## config.mk

```make
export PLATFORM = sky130hd
export DESIGN_NAME = rx_frame_ctl
export DESIGN_NICKNAME = d
export VERILOG_FILES = /design/src/rtl/rx_frame_ctl.sv
export SDC_FILE = /design/constraint.sdc
export NUM_CORES = 1
export LEC_CHECK = 0
export ABC_AREA = 1
export BUFFER_PORTS_ARGS = -buffer_cell sky130_fd_sc_hd__clkbuf_2
export CAP_MARGIN = 30
export CORE_MARGIN = 3
export CORE_UTILIZATION = 57
export DETAILED_ROUTE_END_ITERATION = 12
export PLACE_DENSITY = 0.82
export SLEW_MARGIN = 10
export SYNTH_ARGS = -nofsm -noshare
export SYNTH_HDL_FRONTEND = slang
export SYNTH_SLANG_ARGS = --single-unit
```

## constraint.sdc

```tcl
create_clock -name netclk -period 3.4 [get_ports netclk]
set_input_delay 0.51 -clock netclk [delete_from_list [all_inputs] [get_ports netclk]]
set_output_delay 0.51 -clock netclk [all_outputs]
set_load 0.05 [all_outputs]
```

## src/rtl/rx_frame_ctl.sv

```systemverilog
// -----------------------------------------------------------------------------
// rx_frame_ctl
//
// Receive-side frame controller sitting behind the HDLC receive deframer.
// Each received frame is sequenced into one of two 256-byte slots of an
// external receive buffer RAM. Frames are filtered on the destination station
// (first byte). On the closing status a frame is committed or discarded.
// Committed frames are presented to the host oldest first. Saturating
// good/CRC/drop/abort counters are kept alongside.
//
// Ports
//   netclk          clock shared with the deframer and the buffer RAM
//   reset           asynchronous, active-high
//   byte_ready      deframer byte strobe (level; rising edge = new byte)
//   dout[7:0]       deframer byte, valid on the byte_ready rising edge
//   frame_complete  closing flag seen (level; rising edge counts)
//   frame_valid     FCS good, sampled on the frame_complete rising edge
//   frame_abort     abort sequence seen (level; rising edge counts)
//   idle            line idle (level)
//   my_station[7:0] local station number
//   promisc         accept every destination
//   buf_we          buffer write strobe
//   buf_addr[8:0]   buffer write address {slot, offset}
//   buf_wdata[7:0]  buffer write data
//   frame_avail     at least one committed slot
//   frame_slot      oldest committed slot
//   frame_len[8:0]  payload length of that slot, FCS excluded
//   frame_release   one-cycle pulse, frees the slot shown on frame_slot
//   cnt_good/crc/drop/abort[7:0]  saturating event counters
//   cnt_clear       synchronous clear of all four counters
// -----------------------------------------------------------------------------
module rx_frame_ctl #(
    parameter int         MIN_LEN     = 6,
    parameter int         GAP_TIMEOUT = 64,
    parameter logic [7:0] BCAST       = 8'hFF
) (
    input  logic       netclk,
    input  logic       reset,
    input  logic       byte_ready,
    input  logic [7:0] dout,
    input  logic       frame_complete,
    input  logic       frame_valid,
    input  logic       frame_abort,
    input  logic       idle,
    input  logic [7:0] my_station,
    input  logic       promisc,
    output logic       buf_we,
    output logic [8:0] buf_addr,
    output logic [7:0] buf_wdata,
    output logic       frame_avail,
    output logic       frame_slot,
    output logic [8:0] frame_len,
    input  logic       frame_release,
    output logic [7:0] cnt_good,
    output logic [7:0] cnt_crc,
    output logic [7:0] cnt_drop,
    output logic [7:0] cnt_abort,
    input  logic       cnt_clear
);

    localparam int         GW       = $clog2(GAP_TIMEOUT + 1);
    localparam logic [GW-1:0] GAP_MAX = GW'(GAP_TIMEOUT);
    localparam logic [8:0] MIN_CNT  = 9'(MIN_LEN);
    localparam logic [8:0] MAX_CNT  = 9'd256;

    typedef enum logic [1:0] {
        ST_IDLE    = 2'd0,
        ST_RECV    = 2'd1,
        ST_DISCARD = 2'd2
    } state_t;

    state_t        state_q, state_d;
    logic          byte_ready_q, frame_complete_q, frame_abort_q;
    logic [8:0]    count_q, count_d;
    logic [GW-1:0] gap_q, gap_d;
    logic          wr_slot_q, wr_slot_d;
    logic          rd_slot_q, rd_slot_d;
    logic [1:0]    full_q, full_d;
    logic [8:0]    len0_q, len0_d, len1_q, len1_d;
    logic          we_q, we_d;
    logic [8:0]    addr_q, addr_d;
    logic [7:0]    wdata_q, wdata_d;
    logic [7:0]    good_q, good_d, crc_q, crc_d, drop_q, drop_d, abrt_q, abrt_d;

    logic byte_edge, complete_edge, abort_edge;
    logic gap_hit, abort_ev, dest_ok, release_ok, commit;
    logic inc_good, inc_crc, inc_drop, inc_abort;

    // Edge detection: pulse in the first cycle the level input is high.
    assign byte_edge     = byte_ready     & ~byte_ready_q;
    assign complete_edge = frame_complete & ~frame_complete_q;
    assign abort_edge    = frame_abort    & ~frame_abort_q;

    assign gap_hit    = (gap_q == GAP_MAX);
    assign abort_ev   = abort_edge | idle | gap_hit;
    assign dest_ok    = (dout == my_station) || (dout == BCAST) || promisc;
    assign release_ok = frame_release & (|full_q);

    // -------------------------------------------------------------------------
    // Frame sequencing FSM: next state, buffer write request, counter events.
    // -------------------------------------------------------------------------
    always_comb begin
        // NOTE: every variable gets a default before the case so no path
        // leaves it unassigned; a missing default infers a latch.
        state_d   = state_q;
        count_d   = count_q;
        we_d      = 1'b0;
        addr_d    = addr_q;
        wdata_d   = wdata_q;
        commit    = 1'b0;
        inc_good  = 1'b0;
        inc_crc   = 1'b0;
        inc_drop  = 1'b0;
        inc_abort = 1'b0;

        unique case (state_q)
            ST_IDLE: begin
                if (byte_edge) begin
                    if (full_q[wr_slot_q]) begin
                        // Both slots still held by the host: frame is lost.
                        inc_drop = 1'b1;
                        state_d  = ST_DISCARD;
                    end else if (dest_ok) begin
                        we_d    = 1'b1;
                        addr_d  = {wr_slot_q, 8'h00};
                        wdata_d = dout;
                        count_d = 9'd1;
                        state_d = ST_RECV;
                    end else begin
                        // Not addressed to us: skip silently.
                        state_d = ST_DISCARD;
                    end
                end
            end

            ST_RECV: begin
                // Abort outranks the closing flag, which outranks a new byte.
                if (abort_ev) begin
                    inc_abort = 1'b1;
                    state_d   = ST_IDLE;
                end else if (complete_edge) begin
                    if (!frame_valid) begin
                        inc_crc = 1'b1;
                    end else if (count_q >= MIN_CNT) begin
                        commit   = 1'b1;
                        inc_good = 1'b1;
                    end else begin
                        inc_drop = 1'b1;
                    end
                    state_d = ST_IDLE;
                end else if (byte_edge) begin
                    if (count_q == MAX_CNT) begin
                        // Slot already holds 256 bytes: oversize frame.
                        inc_drop = 1'b1;
                        state_d  = ST_DISCARD;
                    end else begin
                        we_d    = 1'b1;
                        addr_d  = {wr_slot_q, count_q[7:0]};
                        wdata_d = dout;
                        count_d = count_q + 9'd1;
                    end
                end
            end

            ST_DISCARD: begin
                if (abort_ev || complete_edge) begin
                    state_d = ST_IDLE;
                end
            end

            default: state_d = ST_IDLE;
        endcase
    end

    // Gap timer runs only inside a frame; any byte or fresh entry restarts it.
    always_comb begin
        gap_d = gap_q;
        if (state_q == ST_IDLE || state_d != state_q || byte_edge) begin
            gap_d = '0;
        end else if (!gap_hit) begin
            gap_d = gap_q + GW'(1);
        end
    end

    // -------------------------------------------------------------------------
    // Slot bookkeeping. Commit and release touch different slots, so both may
    // apply in the same cycle.
    // -------------------------------------------------------------------------
    always_comb begin
        full_d    = full_q;
        len0_d    = len0_q;
        len1_d    = len1_q;
        wr_slot_d = wr_slot_q;
        rd_slot_d = rd_slot_q;
        if (commit) begin
            full_d[wr_slot_q] = 1'b1;
            if (wr_slot_q) len1_d = count_q - 9'd2;
            else           len0_d = count_q - 9'd2;
            wr_slot_d = ~wr_slot_q;
        end
        if (release_ok) begin
            full_d[rd_slot_q] = 1'b0;
            rd_slot_d         = ~rd_slot_q;
        end
    end

    // -------------------------------------------------------------------------
    // Saturating counters; clear wins over a same-cycle increment.
    // -------------------------------------------------------------------------
    function automatic logic [7:0] sat_inc(input logic [7:0] v, input logic inc);
        return (inc && v != 8'hFF) ? v + 8'd1 : v;
    endfunction

    always_comb begin
        good_d = cnt_clear ? 8'h00 : sat_inc(good_q, inc_good);
        crc_d  = cnt_clear ? 8'h00 : sat_inc(crc_q,  inc_crc);
        drop_d = cnt_clear ? 8'h00 : sat_inc(drop_q, inc_drop);
        abrt_d = cnt_clear ? 8'h00 : sat_inc(abrt_q, inc_abort);
    end

    // -------------------------------------------------------------------------
    // State registers.
    // -------------------------------------------------------------------------
    // NOTE: sequential state uses non-blocking assignments so every register
    // samples pre-edge values regardless of evaluation order.
    always_ff @(posedge netclk or posedge reset) begin
        if (reset) begin
            // Edge detectors start high: a level already present when reset
            // is released is not treated as a new edge.
            byte_ready_q     <= 1'b1;
            frame_complete_q <= 1'b1;
            frame_abort_q    <= 1'b1;
            state_q          <= ST_IDLE;
            count_q          <= '0;
            gap_q            <= '0;
            wr_slot_q        <= 1'b0;
            rd_slot_q        <= 1'b0;
            full_q           <= '0;
            len0_q           <= '0;
            len1_q           <= '0;
            we_q             <= 1'b0;
            addr_q           <= '0;
            wdata_q          <= '0;
            good_q           <= '0;
            crc_q            <= '0;
            drop_q           <= '0;
            abrt_q           <= '0;
        end else begin
            byte_ready_q     <= byte_ready;
            frame_complete_q <= frame_complete;
            frame_abort_q    <= frame_abort;
            state_q          <= state_d;
            count_q          <= count_d;
            gap_q            <= gap_d;
            wr_slot_q        <= wr_slot_d;
            rd_slot_q        <= rd_slot_d;
            full_q           <= full_d;
            len0_q           <= len0_d;
            len1_q           <= len1_d;
            we_q             <= we_d;
            addr_q           <= addr_d;
            wdata_q          <= wdata_d;
            good_q           <= good_d;
            crc_q            <= crc_d;
            drop_q           <= drop_d;
            abrt_q           <= abrt_d;
        end
    end

    assign buf_we      = we_q;
    assign buf_addr    = addr_q;
    assign buf_wdata   = wdata_q;
    assign frame_avail = |full_q;
    assign frame_slot  = rd_slot_q;
    assign frame_len   = rd_slot_q ? len1_q : len0_q;
    assign cnt_good    = good_q;
    assign cnt_crc     = crc_q;
    assign cnt_drop    = drop_q;
    assign cnt_abort   = abrt_q;

endmodule
```

-- After elaboration in Yosys (flattened, before gate mapping)
Cells that the tools add are included.
- add/sub/neg operators: 7
- multiply operators: 0
- div/mod/pow operators: 0
- order comparisons: 5
- equality and inequality tests: 19
- shifts and indexed selects: 0
- mux-type cells: 80
- bitwise operators: 14
- reduce and logical (&&, ||, !) cells: 21
- operators by type and width (kind ; count):
    2-to-1 mux 9 bit ; 15
    2-to-1 mux 8 bit ; 15
    case mux 9 bit (2 select lines) ; 2
    adder 8 x 1 -> 8 bit, second input constant ; 4
    inequality test 8 bit, second input constant ; 4
    2-to-1 mux 1 bit ; 30
    2-to-1 mux 2 bit ; 10
    case mux 8 bit (2 select lines) ; 1
    2-to-1 mux 7 bit ; 2
    inequality test 2 bit, second input constant ; 7
    nonzero test 2 bit ; 5
    adder 9 x 1 -> 9 bit, second input constant ; 1
    equality test 9 bit, second input constant ; 1
    greater-or-equal comparator 9 x 3 -> 1 bit, second input constant ; 1
    subtractor 9 x 2 -> 9 bit, second input constant ; 1
    equality test 8 bit ; 1
    equality test 8 bit, second input constant ; 1
    AND reduction 8 bit ; 1
    adder 7 x 1 -> 7 bit, second input constant ; 1
    equality test 7 bit, second input constant ; 1
    logical AND 1 bit ; 6
    case mux 2 bit (3 select lines) ; 1
    logical OR 1 bit ; 5
    NOT 1 bit ; 5
    other kinds (16) ; 25
- flip-flop bits (word level): 93
- latch bits: 0
- bits in writable memories: 0
- ROM bits: 0
- input bits: 26
- output and inout bits: 61
- word-level logic and storage cells: 164
- memories: 0

-- Longest topological paths before layout
Gate-level depths: netlist (run 1).
- word-level depth: 11
- gate-level depth with buffers: 12
- depth with buffers taken out: 12

-- Least setup slack after synthesis (run 1)
Ideal clock, no wire load.
- kind: register -> output
- start point: reg rd_slot_q, in the netlist frame_slot
- end point: out frame_len[3]
- data arrival time: 1.771 ns
- required time: 2.890 ns
- setup slack: 1.119 ns
- cell stages (with the launch flop): 2
- cells stage by stage: dfrtp_1 o21ai_0
- cells in the longest elaborated chain, start to end: 1
- RTL lines (what ; RTL line ; text):
    from (decl) ; 77 ; logic rd_slot_q, rd_slot_d;
    from (signal assigned) ; 256 ; rd_slot_q <= rd_slot_d;
    2-to-1 mux 9 bit ; 275 ; assign frame_len = rd_slot_q ? len1_q : len0_q;
    to (decl) ; 52 ; output logic [8:0] frame_len,
Every way passes these cells.

-- Worst setup path in the final report (run 1)
- start point: reg count_q[1]
- end point: reg addr_q[0], in the netlist buf_addr[0]
- cells in the longest elaborated chain, start to end: 3
- RTL lines (what ; RTL line ; text):
    from (decl) ; 74 ; logic [8:0] count_q, count_d;
    from (signal assigned) ; 253 ; count_q <= count_d;
    equality test 9 bit ; 152 ; if (count_q == MAX_CNT) begin
    inequality test 2 bit (no line) ; - ;
    AND reduction 8 bit (no line) ; - ;
    to (signal assigned) ; 261 ; addr_q <= addr_d;
    to (decl) ; 81 ; logic [8:0] addr_q, addr_d;
Every way passes these cells.
A chain may end at the register's enable or synchronous reset.

==> PnR_summary.wiki, run 1 <==
{| class="wikitable"
! Metric !! Value
|-
| Run status || complete, no violations
|-
| Post-CTS setup-driven buffer insertion count || 0
|-
| Post-DRT Antenna Nets || 0
|-
| GPL Wtd Cong || 0.916
|-
| Critical Path RT || 3.65 ns
|-
| Clk pwr share || 23.7%
|-
| Sinks on Clock Net || 93
|-
| Number of vias after detailed routing || 4316
|-
| Number of setup violations in the final report || 0
|-
| IO Port Bufs || 86
|-
| Type of the worst setup path || flop to flop
|-
| R2R Path Start || count_q[1]
|-
| Minimum clock period || 2.21 ns
|-
| H-tree depth || 3
|-
| Number of slew-limit violations in the final report || 0
|-
| Proportion of synthesized flip-flops having asynchronous set or reset || 100%
|-
| IR Drop Worst-Case VDD || 0.343 mV
|-
| Setup_tns || 0 ns
|-
| Fraction of power spent switching nets || 40.1%
|-
| Area share of the leading cell type in the synthesized netlist || 44.0%
|-
| CP max stage delay || 0.51 ns
|-
| Cell Rows || 33
|-
| Setup repair after global routing missed its margin || no
|-
| Relative contribution of sequential cells to total power || 45.5%
|-
| Total CTS buffers || 9
|-
| Max transition margin || 67.6%
|-
| Actual slew at the worst max-slew pin || 0.486 ns
|-
| Quantity of hold-fixing buffers added after cts || 0
|-
| Drt pass-1 iters || 5
|-
| Highest-delay cell along the critical path || dfrtp_1
|-
| Number of flops mapped to enable cells by yosys || 0
|-
| Layout area overhead || 12.9%
|-
| Initial standard-cell utilization of the core || 60.4%
|-
| Length in cells of the worst reg-to-reg path || 10
|-
| Worst clock skew || 0.00988 ns
|-
| Most common cell in the synthesized netlist || nand2_1
|-
| Most prevalent standard cell on the critical path || nand2_1
|-
| Wire length of the first global-routing pass || 18.5 mm
|-
| Maximum fanout along the worst path || 42
|-
| Nature of the critical path endpoint || flop
|-
| Crit path buffers/inverters || 3
|-
| CTS root buf || clkbuf_8
|-
| Cell Pwr Density || 490 nW/um^2
|-
| CP delay by family, top || buffers and inverters
|-
| Number of global-route vias before repair || 4010
|-
| Share of power burned in combinational logic || 30.8%
|-
| Vias per std cell || 5.26
|-
| R2R Path End || buf_addr[0]
|-
| Cell breakdown of the critical path || inv_1, ha_1, nand2_1, nor3_4, a21oi_1, nand4_2, buf_4, inv_2, nand2_1, nand2_1
|-
| Area occupied by registers || 2330 um^2
|-
| Internal power contribution || 1.69 mW
|-
| Fraction of final layout cells with drive strength greater than 1 || 22.0%
|-
| Height of the die || 101 um
|-
| Startpoint Class || flop
|-
| Cells after Synth || 627
|-
| Final net count || 747
|-
| Combined area of all synthesized cells || 5110 um^2
|-
| Count of different cell masters after synthesis || 39
|-
| Residual DRC count || 0
|-
| Overall Global Routing Usage || 22.5%
|-
| Static Leak || 3.07 nW
|-
| Yosys synthesis warning count || 0
|-
| Switch Pwr || 1.14 mW
|-
| Worst min-delay path class || primary input to async pin
|-
| Detailed-placement wirelength estimate || 7.91 mm
|-
| Horizontal extent of the die || 101 um
|-
| Startpoint of the worst setup timing path || count_q[1]
|-
| Core region area || 8460 um^2
|-
| Worst-Skew Late Latency || 0.36 ns
|-
| Congestion Overflow GR || 0
|-
| Biggest area contributors in the synthesized netlist || dfrtp_1 44%, nand2_1 13%, nand3_1 4.8%
|-
| Primary FF master, synth || dfrtp_1
|-
| Worst reg-to-reg setup slack || 1.19 ns
|-
| Area taken by multi-input logic gates || 2390 um^2
|-
| Worst setup path endpoint || buf_addr[0]
|-
| Pin count of the biggest net entering global routing || 94
|-
| Max-cap check violation count || 0
|-
| Most used standard cells in the synthesized netlist || 180 x nand2_1, 90 x dfrtp_1, 65 x inv_1
|-
| Arrival time worst endpoint || 2.45 ns
|-
| Deepest clock path buffer count || 2
|-
| Average wire per standard cell || 13.3 um
|-
| Cell type with the largest total area after synthesis || dfrtp_1
|-
| Portion of the post-synthesis area used by sequential elements || 45.6%
|-
| Fmax || 453 MHz
|-
| WL final || 10.9 mm
|-
| Top-Level Pins || 87
|-
| Number of instances resized during post-cts repair || 0
|-
| Hold Vio Cnt, Final || 0
|-
| Filler cell count || 707
|-
| Net count after synthesis || 664
|-
| Final period util || 65.0%
|-
| Diodes inserted || 0
|-
| TritonCTS clock tree || done
|-
| Mean Syn Cell Area || 8.16 um^2
|-
| Total design power || 2.83 mW
|-
| Yosys reg bits || 93
|-
| Clock-pin slew on the worst setup and hold paths || 0.09 ns
|-
| Number of antenna violations at the first check in global routing || 0
|-
| Count of cell instances traversed by the critical path || 10
|-
| Total die area || 10100 um^2
|-
| Detailed router's first-iteration violation count || 229
|}
## worst min path at each step
stage           startpoint            end  slack, ns
2_1_floorplan     gap_q[0]       gap_q[0]       0.43
3_3_place_gp      gap_q[0]       gap_q[0]       0.45
3_5_place_dp      gap_q[0]       gap_q[0]       0.45
4_1_cts        frame_abort  frame_abort_q       0.22
5_1_grt        frame_abort  frame_abort_q       0.22
6_report             reset       gap_q[0]       0.22
## worst register-to-register path: cells and delay by family (launching register included)
family / cells / cell delay [ns]
buf+inv: 3 / 0.70
simple gates: 5 / 0.60
flops: 1 / 0.51
fa+ha+maj: 1 / 0.18
compound gates: 1 / 0.10
## cell usage in the layout (no fill, tap or decap), types with 3 or more instances in the layout
master    instances
o21ai_0          36
nor2_1           43
nor3_1           13
inv_1            64
nand3_1          49
clkinv_2          4
nand4_1          18
nand2_4           4
ha_1             11
a31oi_1           3
clkbuf_1          3
or2_2             3
xor2_1           20
dfstp_2           3
nand2_1         180
o21ai_2          16
dfrtp_1          90
nand2_2           7
xnor2_1          12
a21oi_1           8
clkbuf_2         86
inv_2             6
nor2_8            3
clkbuf_8         11
## routing by layer
layer,track usage [%],up-vias,part of all wire [%]
met1,30.7,2017,45
met5,0,-,0
met3,4.98,14,4.6
li1,-,2175,-
met2,36.2,110,49
met4,6.84,0,1.5
## sequential cells by signal (all words and copies together), names as in the netlist
register and flops:
frame_slot 1, len1_q 9, cnt_abort 8, full_q 2, frame_abort_q 1, len0_q 9, gap_q 7, wr_slot_q 1
cnt_crc 8, buf_addr 9, buf_we 1, count_q 9, buf_wdata 8, byte_ready_q 1, cnt_drop 8, frame_complete_q 1
cnt_good 8, state_q 2
## cells by family after synthesis
group                      Yosys count  share of synthesized area [%]
and+or+nand+nor                    330                           29.8
AOI/OAI and AO/OA                   70                           8.71
xor gates and xnor gates            32                           5.48
DFF                                 93                           45.6
adders and majority gates           11                           2.69
buffers and inverters               91                           7.71
## power groups by stage
stage / clock (mW) / sequential, mW / combinational, mW
final: 0.671 / 1.29 / 0.871
after global placement: 0 / 1.31 / 0.845
after global routing: 0.738 / 1.30 / 0.940
after detailed placement: 0 / 1.31 / 0.873
after floorplan: 0 / 1.50 / 0.467
after CTS: 0.697 / 1.29 / 0.875
## metrics by stage
step | setup slack (ns) | std cells | hold WS (ns) | util [%] | instance area, um^2
global route | 0.989 | 820 | 0.217 | 68.2 | 5770
floorplan | 0.475 | 627 | 0.432 | - | 5110
global placement | 1.31 | 804 | 0.450 | 66.1 | 5600
CTS | 1.18 | 820 | 0.217 | 68.2 | 5770
detailed placement | 1.22 | 804 | 0.453 | 66.1 | 5600
finish | 1.19 | 820 | 0.219 | 68.2 | 5770
## area by class of cell
type | instances | area share [%]
Inverter | 74 | 4.90
Sequential cell | 93 | 40.4
Timing Repair Buffer | 89 | 8.06
Clock buffer | 14 | 2.82
Multi-Input combinational cell | 443 | 41.4
Tap cell | 105 | 2.28
Clock inverter | 2 | 0.173
(Power assumes the default switching activity.)
==> run 2, diff against run 1 <==
CORE_UTILIZATION = 51   (was 57)
PLACE_DENSITY = 0.77   (was 0.82)
clock period = 2 ns   (was 3.4 ns; I/O delays follow)
==> run 2 against run 1 <==
- clock power grew 130%
- register-to-register slack worse by 1.0 ns
- worst hold slack lost 0.20 ns
- global-route usage shrank 2.0 points
- via count grew 0.21%
- final cell count rose by 4.3%
- sequential power grew 67%
- first-iteration DRC count up 12%
- utilization is 5.2 points lower
- combinational power up 85%
- clock skew barely moved
- die area is 11% higher
- largest cell class unchanged
- highest routed layer unchanged
==> PnR_summary.wiki, run 2 (synthesis results as in run 1) <==
{| class="wikitable"
! Metric !! Value
|-
| Critical Path RT || 1.70 ns
|-
| Leading cell type in the layout, fill and taps excluded || nand2_1
|-
| Setup slack after placement || 0.0892 ns
|-
| Final net count || 758
|-
| Worst clock skew || 0.0101 ns
|-
| Hold Vio Cnt, Final || 0
|-
| Top library cells by usage in the layout, fill and taps aside || 180 x nand2_1, 89 x dfrtp_1, 85 x clkbuf_2
|-
| Vias per std cell || 5.06
|-
| Cell Rows || 35
|-
| Length in cells of the worst reg-to-reg path || 11
|-
| Total die area || 11300 um^2
|-
| Cell Pwr Density || 884 nW/um^2
|-
| Final Util || 63.0%
|-
| Startpoint Class || flop
|-
| Minimum clock period || 1.92 ns
|-
| Setup slack after layout || 0.0771 ns
|-
| Congestion Overflow GR || 0
|-
| Deepest clock path buffer count || 2
|-
| Highest-delay cell along the critical path || dfrtp_1
|-
| TritonCTS clock tree || done
|-
| Final period util || 96.1%
|-
| Count of cell instances traversed by the critical path || 3
|-
| Run status || complete, no violations
|-
| Number of setup violations in the final report || 0
|-
| Height of the die || 106 um
|-
| Share of power burned in combinational logic || 30.4%
|-
| Top-Level Pins || 87
|-
| Nature of the critical path endpoint || output pin
|-
| Core region area || 9500 um^2
|-
| Number of global-route vias before repair || 4131
|-
| H-tree depth || 3
|-
| Number of slew-limit violations in the final report || 0
|-
| Worst-Skew Late Latency || 0.36 ns
|-
| Residual DRC count || 0
|-
| WL final || 11.1 mm
|-
| Initial standard-cell utilization of the core || 53.8%
|-
| Crit path buffers/inverters || 2
|-
| Type of the worst setup path || flop to output pin
|-
| IR Drop Worst-Case VDD || 0.612 mV
|-
| Internal power contribution || 3.27 mW
|-
| CP delay by family, top || buffers and inverters
|-
| Startpoint of the worst setup timing path || frame_slot
|-
| Max-cap check violation count || 0
|-
| Layout area overhead || 17.1%
|-
| Fraction of final layout cells with drive strength greater than 1 || 24.1%
|-
| Total CTS buffers || 9
|-
| Post-DRT Antenna Nets || 0
|-
| Number of antenna violations at the first check in global routing || 0
|-
| Static Leak || 3.16 nW
|-
| Actual slew at the worst max-slew pin || 0.495 ns
|-
| Clock-pin slew on the worst setup and hold paths || 0.09 ns
|-
| CTS root buf || clkbuf_8
|-
| Relative contribution of sequential cells to total power || 40.6%
|-
| Max transition margin || 67.0%
|-
| Fraction of power spent switching nets || 38.3%
|-
| Maximum fanout along the worst path || 10
|-
| Drt pass-1 iters || 5
|-
| Cell breakdown of the critical path || buf_4, o21ai_0, clkbuf_2
|-
| Sinks on Clock Net || 93
|-
| Wire length of the first global-routing pass || 19.1 mm
|-
| Number of vias after detailed routing || 4325
|-
| Average wire per standard cell || 13.0 um
|-
| Detailed-placement wirelength estimate || 7.95 mm
|-
| CP max stage delay || 0.48 ns
|-
| Horizontal extent of the die || 106 um
|-
| R2R Path Start || count_q[0]
|-
| Worst setup path endpoint || frame_len[6]
|-
| Diodes inserted || 0
|-
| Detailed router's first-iteration violation count || 256
|-
| Overall Global Routing Usage || 20.6%
|-
| Switch Pwr || 2.03 mW
|-
| Arrival time worst endpoint || 1.62 ns
|-
| R2R Path End || cnt_drop[5]
|-
| Worst min-delay path class || primary input to flop
|-
| Filler cell count || 865
|-
| Clk pwr share || 29.0%
|-
| IO Port Bufs || 86
|-
| Pin count of the biggest net entering global routing || 94
|-
| Fmax || 520 MHz
|-
| GPL Wtd Cong || 0.877
|-
| Setup repair after global routing missed its margin || no
|-
| Worst reg-to-reg setup slack || 0.19 ns
|}
run 2: area by class of cell:
class                   count  area (um^2)  area share [%]
clock buffers               9          124            2.07
clock inverters             7          123            2.05
inverters                  74          288            4.81
multi-input cells         443         2390            40.0
flip-flops and latches     93         2330            39.0
well taps                 129          161            2.70
repair buffers            100          564            9.43
run 2: what timing repair did:
item | 4_1_cts | 5_1_grt
setup endpoints to repair | 0 | 47
gates resized for setup | 0 | 8
buffers inserted | 0 | 1
hold buffers | 0 | 0
hold endpoints to repair | 0 | 0
run 2: power groups by stage:
stage	clock (mW)	sequential (mW)	combinational, mW
detailed placement	0	2.18	1.60
global placement	0	2.18	1.58
finish	1.53	2.15	1.61
global route	1.65	2.17	1.73
CTS	1.57	2.15	1.60
floorplan	0	2.56	0.795
run 2: stage by stage:
stage	hold slack, ns	cells	total power [mW]	area, um^2	TNS (ns)
2_1_floorplan	0.304	627	3.35	5120	-0.283
3_3_place_gp	0.401	838	3.76	5710	0
3_5_place_dp	0.401	838	3.78	5710	0
4_1_cts	0.00842	854	5.32	5950	0
5_1_grt	0.00797	855	5.55	5990	0
6_report	0.0212	855	5.29	5990	0
run 2: how the worst min path moves through the flow:
stage	startpoint	endpoint	cells after the start
finish	frame_complete	frame_complete_q	1
global route	frame_complete	frame_complete_q	1
CTS	frame_complete	frame_complete_q	1
detailed placement	frame_complete	frame_complete_q	1
global placement	frame_complete	frame_complete_q	1
floorplan	byte_ready	byte_ready_q	0
run 2: worst reg2reg max path, stage by stage, from the launching register on:
cell	delay, ns
dfrtp_1	0.38
inv_1	0.13
ha_1	0.16
nand2_1	0.08
nor3_4	0.19
nand2_2	0.10
nand2_2	0.07
nand2_2	0.06
o21ai_4	0.26
nand2_4	0.13
nand3_1	0.10
nand2_1	0.05
run 2: metal layers:
layer,vias up,global-route usage (%),part of all wire [%]
met1,2041,28.0,47
met2,78,34.1,48
li1,2194,-,-
met4,0,6.57,1.1
met3,12,2.79,3.9
met5,-,0,0
==> run 3, diff against run 2 <==
RECOVER_POWER = 100   (was default)
==> run 3 against run 2 <==
- highest routed layer unchanged
- sequential power hardly changed
- clock power hardly changed
- first-iteration DRC count is 4.7% lower
- utilization is 1.6 points lower
- global-route usage stayed put
- routed wire length hardly changed
- sequential share of layout area is 1.0 points higher
- worst hold slack better by 0.0013 ns
- largest power group unchanged
- count of clock-buffer cells in the layout stayed put
==> PnR_summary.wiki, run 3 (synthesis results as in run 1) <==
{| class="wikitable"
! Metric !! Value
|-
| Run status || complete, no violations
|-
| TritonCTS clock tree || done
|-
| Pin count of the biggest net entering global routing || 94
|-
| GPL Wtd Cong || 0.877
|-
| CTS root buf || clkbuf_8
|-
| Max transition margin || 16.3%
|-
| Setup slack after layout || 0.0825 ns
|-
| Number of vias after detailed routing || 4277
|-
| Hold Vio Cnt, Final || 0
|-
| Deepest clock path buffer count || 2
|-
| Horizontal extent of the die || 106 um
|-
| Number of global-route vias before repair || 4131
|-
| Number of setup violations in the final report || 0
|-
| Final period util || 95.9%
|-
| Overall Global Routing Usage || 20.6%
|-
| Height of the die || 106 um
|-
| Top library cells by usage in the layout, fill and taps aside || 183 x nand2_1, 89 x dfrtp_1, 63 x inv_1
|-
| Cell Pwr Density || 894 nW/um^2
|-
| Setup repair after global routing missed its margin || no
|-
| Total design power || 5.21 mW
|-
| Detailed-placement wirelength estimate || 7.95 mm
|-
| Filler cell count || 923
|-
| Core region area || 9500 um^2
|-
| Number of slew-limit violations in the final report || 0
|-
| H-tree depth || 3
|-
| Cell breakdown of the critical path || buf_4, o21ai_0, clkbuf_2
|-
| Top-Level Pins || 87
|-
| Minimum clock period || 1.92 ns
|-
| Startpoint Class || flop
|-
| Met1 demand-to-capacity share in global routing || 28.0%
|-
| CP max stage delay || 0.47 ns
|-
| Non-filler instance count after layout || 855
|-
| Leading cell type in the layout, fill and taps excluded || nand2_1
|-
| Detailed router's first-iteration violation count || 244
|-
| Sinks on Clock Net || 93
|-
| Worst clock skew || 0.0101 ns
|-
| Quantity of hold-fixing buffers added after cts || 0
|-
| Met2 GRT Util || 34.1%
|-
| Total die area || 11300 um^2
|-
| Final net count || 758
|-
| Critical Path RT || 1.70 ns
|-
| WL final || 11.1 mm
|-
| Static Leak || 2.94 nW
|-
| Setup slack after placement || 0.0892 ns
|-
| Wire length of the first global-routing pass || 19.1 mm
|-
| Average wire per standard cell || 13.0 um
|-
| Initial standard-cell utilization of the core || 53.8%
|-
| Type of the worst setup path || flop to output pin
|-
| Cell Rows || 35
|-
| IR Drop Worst-Case VDD || 0.607 mV
|-
| Residual DRC count || 0
|-
| Worst-Skew Late Latency || 0.36 ns
|-
| Max-cap check violation count || 0
|-
| Maximum fanout along the worst path || 10
|-
| Congestion Overflow GR || 0
|-
| Total CTS buffers || 9
|-
| Number of antenna violations at the first check in global routing || 0
|-
| Clock-pin slew on the worst setup and hold paths || 0.09 ns
|-
| Highest-delay cell along the critical path || dfrtp_1
|-
| Nature of the critical path endpoint || output pin
|-
| Layer carrying the most global-route usage || met2
|-
| Post-DRT Antenna Nets || 0
|-
| Layout area overhead || 14.0%
|-
| Number of instances in the placed design || 838
|-
| IO Port Bufs || 86
|-
| Drt pass-1 iters || 4
|-
| Fmax || 522 MHz
|-
| Fraction of final layout cells with drive strength greater than 1 || 13.8%
|-
| Arrival time worst endpoint || 1.62 ns
|-
| Worst min-delay path class || primary input to flop
|-
| Diodes inserted || 0
|-
| Met3 track demand over resource in global routing || 2.79%
|-
| Vias per std cell || 5.00
|-
| Actual slew at the worst max-slew pin || 1.26 ns
|}
-- run 3: changes by cell type in the layout (fill, tap and decap cells not counted), moves of 3 or more --
cell	before	now
clkbuf_1	0	55
clkbuf_2	85	31
nand2_1	180	183
nand2_2	7	4
o21ai_0	36	51
o21ai_2	16	2
-- run 3: final timing paths --
check / cells past startpoint / slack (ns) / end / startpoint
worst max-delay path: 3 / 0.08 / frame_len[6] / frame_slot
worst min-delay path: 1 / 0.02 / frame_complete_q / frame_complete
worst max register to register: 11 / 0.16 / cnt_drop[5] / count_q[0]
worst min register to register: 1 / 0.47 / gap_q[0] / gap_q[0]
max in group asynchronous: 3 / 0.78 / count_q[2] / reset
min in group asynchronous: 3 / 0.39 / cnt_drop[4] / reset
-- run 3: metrics by stage --
step | hold slack (ns) | utilization (%) | area [um^2] | setup TNS (ns)
2_1_floorplan | 0.304 | - | 5120 | -0.283
3_3_place_gp | 0.401 | 60.1 | 5710 | 0
3_5_place_dp | 0.401 | 60.1 | 5710 | 0
4_1_cts | 0.00842 | 62.6 | 5950 | 0
5_1_grt | 0.00797 | 61.4 | 5830 | 0
6_report | 0.0225 | 61.4 | 5830 | 0
-- run 3: report_power, final --
group          switching, mW  total (mW)  internal (mW)
clock network          0.692        1.53          0.837
registers              0.117        2.15           2.03
logic                   1.19        1.54          0.353
total                   1.99        5.21           3.22
-- run 3: final cells by class --
class                   count  area [um^2]  area share, %
repair buffers            100          480           8.24
flip-flops and latches     93         2330           40.0
inverters                  74          288           4.94
well taps                 129          161           2.77
multi-input cells         443         2320           39.8
clock inverters             7          123           2.10
clock buffers               9          124           2.12
-- run 3: per-layer routing --
layer	wire length [um]	share of wire, %
met4	90	0.81
met1	5290	48
met2	5430	49
met5	0	0
met3	318	2.9
-- run 3: critical path: cells and delay by family, from the launching register on --
kind / cells / cell delay, ns
buffers and inverters: 2 / 0.54
DFF: 1 / 0.47
AOI/OAI and AO/OA: 1 / 0.25
-- run 3: what timing repair did --
item,4_1_cts,5_1_grt
gates resized for setup,0,8
endpoints found under the setup margin,0,47
buffers inserted,0,1
